===== config.mk =====
export PLATFORM = sky130hd
export DESIGN_NAME = seven_seg_scanner_flat
export DESIGN_NICKNAME = d
export VERILOG_FILES = /design/src/rtl/seven_seg_scanner_if.sv /design/src/rtl/seven_seg_scanner.sv /design/src/flat_wrapper.sv
export SDC_FILE = /design/constraint.sdc
export NUM_CORES = 1
export LEC_CHECK = 0
export ABC_AREA = 1
export CAP_MARGIN = 20
export CORE_UTILIZATION = 50
export CTS_CLUSTER_DIAMETER = 100
export CTS_CLUSTER_SIZE = 28
export DETAILED_ROUTE_END_ITERATION = 8
export DONT_BUFFER_PORTS = 1
export GPL_TIMING_DRIVEN = 1
export HOLD_SLACK_MARGIN = 0.1
export PLACE_DENSITY = 0.65
export SYNTH_ARGS = -nofsm -noshare
export SYNTH_HDL_FRONTEND = slang
export SYNTH_SLANG_ARGS = --single-unit

===== constraint.sdc =====
create_clock -name clk -period 1.9 [get_ports clk]
set_input_delay 0.285 -clock clk [delete_from_list [all_inputs] [get_ports clk]]
set_output_delay 0.285 -clock clk [all_outputs]
set_load 0.02 [all_outputs]

===== src/rtl/seven_seg_scanner_if.sv =====
// Bundle of display-value inputs and segment/anode outputs for the seven-segment scanner.
// The master side produces the value to show and the slave side drives the display pins.
interface seven_seg_scanner_if;
    logic [15:0] data_in;
    logic [3:0]  dp_in;
    logic [3:0]  digit_en;
    logic        lz_en;
    logic [6:0]  seg_out;
    logic        dp_out;
    logic [3:0]  an;
    logic        frame_tick;

    modport master (
        output data_in, dp_in, digit_en, lz_en,
        input  seg_out, dp_out, an, frame_tick
    );

    modport slave (
        input  data_in, dp_in, digit_en, lz_en,
        output seg_out, dp_out, an, frame_tick
    );
endinterface


===== src/rtl/seven_seg_scanner.sv =====
// Time-multiplexed 4-digit common-anode seven-segment driver with inter-digit blanking,
// leading-zero suppression and frame-synchronous capture of the displayed value.
module seven_seg_scanner #(
    parameter int unsigned SCAN_DIV     = 100000,
    parameter int unsigned BLANK_CYCLES = 1000
) (
    input  logic clk,
    input  logic reset,
    seven_seg_scanner_if.slave bus
);
    localparam int unsigned CW = (SCAN_DIV > 1) ? $clog2(SCAN_DIV) : 1;
    localparam logic [CW-1:0] CNT_LAST = CW'(SCAN_DIV - 1);

    logic [CW-1:0] cnt_q, cnt_d;
    logic [1:0]    dig_q, dig_d;
    logic [15:0]   data_q, data_d;
    logic [3:0]    dp_q, dp_d;
    logic [3:0]    en_q, en_d;
    logic          lz_q, lz_d;
    logic          wrap_q, wrap_d;
    logic [3:0]    an_q, an_d;
    logic [6:0]    seg_q, seg_d;
    logic          dpo_q, dpo_d;
    logic          tick_q, tick_d;

    logic          slot_end_s;
    logic          blank_s;
    logic          lit_s;
    logic [15:0]   upper_s;

    function automatic logic [6:0] hex_font(input logic [3:0] nib);
        logic [6:0] f;
        case (nib)
            4'h0:    f = 7'h40;
            4'h1:    f = 7'h79;
            4'h2:    f = 7'h24;
            4'h3:    f = 7'h30;
            4'h4:    f = 7'h19;
            4'h5:    f = 7'h12;
            4'h6:    f = 7'h02;
            4'h7:    f = 7'h78;
            4'h8:    f = 7'h00;
            4'h9:    f = 7'h10;
            4'hA:    f = 7'h08;
            4'hB:    f = 7'h03;
            4'hC:    f = 7'h46;
            4'hD:    f = 7'h21;
            4'hE:    f = 7'h06;
            4'hF:    f = 7'h0E;
            default: f = 7'h7F;
        endcase
        return f;
    endfunction

    // With no blanking the comparison would be constant, so it is elided entirely.
    generate
        if (BLANK_CYCLES == 0) begin : g_no_blank
            assign blank_s = 1'b0;
        end else begin : g_blank
            assign blank_s = (32'(cnt_q) < BLANK_CYCLES);
        end
    endgenerate

    // Next-state for prescaler, digit index, shadows and the registered display outputs.
    always_comb begin
        slot_end_s = (cnt_q == CNT_LAST);
        wrap_d     = slot_end_s && (dig_q == 2'd3);
        cnt_d      = slot_end_s ? {CW{1'b0}} : cnt_q + {{(CW-1){1'b0}}, 1'b1};
        dig_d      = slot_end_s ? dig_q + 2'd1 : dig_q;

        if (wrap_d) begin
            data_d = bus.data_in;
            dp_d   = bus.dp_in;
            en_d   = bus.digit_en;
            lz_d   = bus.lz_en;
        end else begin
            data_d = data_q;
            dp_d   = dp_q;
            en_d   = en_q;
            lz_d   = lz_q;
        end

        // Nibbles dig..3 shifted down; all-zero means this digit is a leading zero.
        upper_s = data_q >> {dig_q, 2'b00};
        lit_s   = en_q[dig_q] && !(lz_q && (dig_q != 2'd0) && (upper_s == 16'd0));

        if (blank_s || !lit_s) begin
            an_d  = 4'b1111;
            seg_d = 7'h7F;
            dpo_d = 1'b1;
        end else begin
            an_d  = ~(4'b0001 << dig_q);
            seg_d = hex_font(upper_s[3:0]);
            dpo_d = ~dp_q[dig_q];
        end
        tick_d = wrap_q;
    end

    // State and output registers, cleared asynchronously.
    always_ff @(posedge clk or negedge reset) begin
        if (!reset) begin
            cnt_q  <= {CW{1'b0}};
            dig_q  <= 2'd0;
            data_q <= 16'd0;
            dp_q   <= 4'd0;
            en_q   <= 4'd0;
            lz_q   <= 1'b0;
            wrap_q <= 1'b0;
            an_q   <= 4'b1111;
            seg_q  <= 7'h7F;
            dpo_q  <= 1'b1;
            tick_q <= 1'b0;
        end else begin
            cnt_q  <= cnt_d;
            dig_q  <= dig_d;
            data_q <= data_d;
            dp_q   <= dp_d;
            en_q   <= en_d;
            lz_q   <= lz_d;
            wrap_q <= wrap_d;
            an_q   <= an_d;
            seg_q  <= seg_d;
            dpo_q  <= dpo_d;
            tick_q <= tick_d;
        end
    end

    assign bus.an         = an_q;
    assign bus.seg_out    = seg_q;
    assign bus.dp_out     = dpo_q;
    assign bus.frame_tick = tick_q;
endmodule


===== src/flat_wrapper.sv =====
// flat-port wrapper written by rule: the top's interface ports become plain ports
module seven_seg_scanner_flat 
#(
    parameter int unsigned SCAN_DIV     = 100000,
    parameter int unsigned BLANK_CYCLES = 1000
)
  (clk, reset, bus_data_in, bus_dp_in, bus_digit_en, bus_lz_en, bus_seg_out, bus_dp_out, bus_an, bus_frame_tick);
  seven_seg_scanner_if bus_i ();
  input  logic clk;
  input  logic reset;
  input wire logic [$bits(bus_i.data_in)-1:0] bus_data_in;
  input wire logic [$bits(bus_i.dp_in)-1:0] bus_dp_in;
  input wire logic [$bits(bus_i.digit_en)-1:0] bus_digit_en;
  input wire logic [$bits(bus_i.lz_en)-1:0] bus_lz_en;
  output wire logic [$bits(bus_i.seg_out)-1:0] bus_seg_out;
  output wire logic [$bits(bus_i.dp_out)-1:0] bus_dp_out;
  output wire logic [$bits(bus_i.an)-1:0] bus_an;
  output wire logic [$bits(bus_i.frame_tick)-1:0] bus_frame_tick;
  assign bus_i.data_in = bus_data_in;
  assign bus_i.dp_in = bus_dp_in;
  assign bus_i.digit_en = bus_digit_en;
  assign bus_i.lz_en = bus_lz_en;
  assign bus_seg_out = bus_i.seg_out;
  assign bus_dp_out = bus_i.dp_out;
  assign bus_an = bus_i.an;
  assign bus_frame_tick = bus_i.frame_tick;
  seven_seg_scanner #(.SCAN_DIV(SCAN_DIV), .BLANK_CYCLES(BLANK_CYCLES)) u_core (.clk(clk), .reset(reset), .bus(bus_i));
endmodule

==> impl_metrics.ini <==
[setup_path]
crit_type = register to register
required_ps = 2170
r2r_setup_slack_ps = 150
crit_path_max_fanout = 6
crit_arrival_ps = 2020
startpoint_type = register
cp-end-kind = register

[sta]
finClkSkew_ps = 9.945
worst_slew_pin_slew_ps = 506.1
drv_slew = 0
finalSetupTns_ps = 0
timing_hold_violations_final = 0
layout_min_cycle_time_ps = 1753
max_freq_mhz = 570.5
slew_headroom_pct = 65.95
fin_crit_sh_pct = 92.25
setup_slack_ps = 147.2
setup_violations = 0

[route]
vias = 2573
top_layer = met4
wl_met2_um = 2934
drtIter0Drc = 128
wl_per_cell_um = 12.60
detail-route-antenna-nets = 0
wl_met1_um = 3195
viasPerCell = 5.025
wl_met3_um = 262
wirelength_um = 6451
dr.pass1.iters = 4
remaining_drc_errors = 0

[pwr]
leakage_nw = 1.768
pwr-share-clk_pct = 47.4
intPower_w = 0.001990
power_frac_comb_pct = 2.9
p_switching_w = 0.0004985
total_power_w = 0.002489
pwr-share-seq_pct = 49.7
cellPowerDensity_nw_per_um2 = 678.3
swShare_pct = 20.03
vdd.ir_drop.worst_mv = 0.5036

[floorplan]
initial_core_util_pct = 53.40
die-area_sq_um = 6376
pin_count = 40
die_h_um = 79.85
die_w_um = 79.85
num_rows = 27
core_sq_um = 5675

[yosys]
synth_cell_type_count = 27
synth_seq_area_share_pct = 48.39
avgSynthCellArea_sq_um = 7.691
ys_ff_latch = 58
synth.net_count = 432
syn_area_sq_um = 3030
ys_warn_count = 0
synthCells = 394

[clock_tree]
cts_made_buffers = 9
tritoncts = yes
clock_path_buffers = 2
worstSkewPairLatency_ps = 340
cts.sinks = 58
clockRootBuffer = clkbuf_8
clkSlewWorstSetupHoldPaths_ps = 70
h-tree-depth = 3

[global_route]
grt_pass1_wl_um = 10940
overflow = 0
grt_pass1_vias = 2405
antenna_found_initial = 0
grt_start_max_net_pins = 59
track_usage_pct = 22.67

[worst_hold_path]
hp-class = register to register

[placed_design]
place_ws_ps = 25.34
place_congestion = 0.8375
hpwl_um = 4399
portBuffers = 0

[finish]
fill_cells = 513
area_growth_pct = 21.06
nets = 473
diodes = 0
drive_above_1_share_pct = 13.41

[outcome]
status = finished clean

[job]
max_cap_violations = 0
==> critical path: stages, from the launching register on <==
cell and delay [ps]:
dfrtp_2 450, buf_6 140, nand2_1 70, nand3_1 80, nand2_1 90, ha_2 180
inv_1 60, nor2_2 80, nand3_1 90, a21oi_2 190, nand2_2 140, nand4_1 110
==> cells by family (layout without fill, tap and decap cells) <==
| group | count (synthesis) | after routing | share of synthesized area [%] |
|---|---|---|---|
| xor+xnor | 7 | 7 | 2.023 |
| buf+inv | 47 | 92 | 7.060 |
| compound gates | 16 | 16 | 2.767 |
| fa+ha+maj | 11 | 11 | 4.542 |
| flops | 58 | 58 | 48.39 |
| simple gates | 255 | 256 | 35.22 |
==> placed cells by master, fill, tap and decap left out, types with 2 or more instances in the layout <==
cell type / instances
nand2_1: 155
dfrtp_1: 45
nand3_1: 39
nor2_1: 34
inv_1: 32
dlygate4sd3_1: 26
clkbuf_8: 12
dfstp_2: 12
nand4_1: 11
ha_1: 10
buf_4: 10
o21ai_0: 8
nand2_2: 7
xor2_1: 7
nor2_2: 3
a21oi_1: 3
inv_2: 2
clkinv_4: 2
nor3_1: 2
o21ai_1: 2
clkbuf_1: 2
==> power by group through the flow <==
stage	logic, W	clock network (W)	registers (W)
final	0.0000724	0.00118	0.00124
after global routing	0.0000805	0.00127	0.00124
after CTS	0.0000737	0.00121	0.00124
after detailed placement	0.000000000458	0	0.00126
after global placement	0.000000000458	0	0.00126
after floorplan	0.000000000454	0	0.00126
==> sequential cells by signal (all words and copies together), names as in the netlist <==
| name | cells |
|---|---|
| u_core.dp_q | 4 |
| u_core.bus.seg_out | 7 |
| u_core.tick_d | 1 |
| u_core.data_q | 16 |
| u_core.bus.an | 4 |
| u_core.dig_q | 2 |
| u_core.en_q | 4 |
| u_core.cnt_q | 17 |
| u_core.lz_q | 1 |
| u_core.bus.frame_tick | 1 |
| u_core.bus.dp_out | 1 |
==> cell usage after synthesis <==
library cell,number,area (sq um)
nand2_1,158,593.1
dfrtp_1,46,1151
nand3_1,39,195.2
nor2_1,35,131.4
inv_1,32,120.1
dfstp_2,12,315.3
ha_1,11,137.6
nand4_1,11,68.82
o21ai_0,8,40.04
buf_2,7,35.03
xor2_1,7,61.31
a21oi_1,4,20.02
inv_2,3,11.26
nand2_2,3,18.77
buf_6,2,22.52
clkinv_4,2,17.52
nor2_2,2,12.51
nor3_1,2,10.01
o21ai_1,2,10.01
and2_0,1,6.260
buf_4,1,7.510
nand2_4,1,11.26
nor3b_1,1,7.510
nor4_1,1,6.260
o211ai_1,1,7.510
o22ai_1,1,6.260
or2_2,1,6.260
==> what timing repair did <==
item / in CTS / in global routing
endpoints found under the hold margin: 83 / 0
gates resized for setup: 0 / 10
hold buffers: 27 / 0
setup endpoints to repair: 0 / 12
buffers inserted: 0 / 2
==> path summary, 6_finish.rpt <==
check | start | endpoint | cells after the start
min in group asynchronous | reset | u_core.cnt_q[16] | 2
setup / recovery | u_core.dig_q[0] | u_core.bus.seg_out[6] | 11
hold / removal | u_core.tick_d | u_core.bus.frame_tick | 0
max in group asynchronous | reset | u_core.bus.seg_out[0] | 2
hold reg to reg | u_core.tick_d | u_core.bus.frame_tick | 0
setup reg to reg | u_core.dig_q[0] | u_core.bus.seg_out[6] | 11
==> metal layers <==
metal,global-route usage [%],vias to the layer above
li1,-,1322
met1,30.21,1187
met2,35.81,57
met3,6.514,7
met4,6.607,0
met5,0,-
==> area by class of cell <==
class	count	area [sq um]	share of cell area [%]
Sequential cell	58	1468	40.01
Inverter	37	151.4	4.127
Tap cell	72	90.09	2.456
Clock inverter	2	35.03	0.9550
Timing Repair Buffer	39	379.1	10.33
Multi-Input combinational cell	290	1373	37.41
Clock buffer	14	172.7	4.707
==> per-stage QoR <==
stage | cells | utilization (%) | area, sq um | hold WS, ps
after floorplan | 394 | - | 3030 | -10.59
after global placement | 465 | 55.03 | 3123 | -9.188
after detailed placement | 465 | 55.03 | 3123 | -8.969
after CTS | 508 | 63.76 | 3618 | 360.1
after global routing | 512 | 64.64 | 3669 | 366.5
final | 512 | 64.64 | 3669 | 363.9
Power figures use the tool's default switching activity.
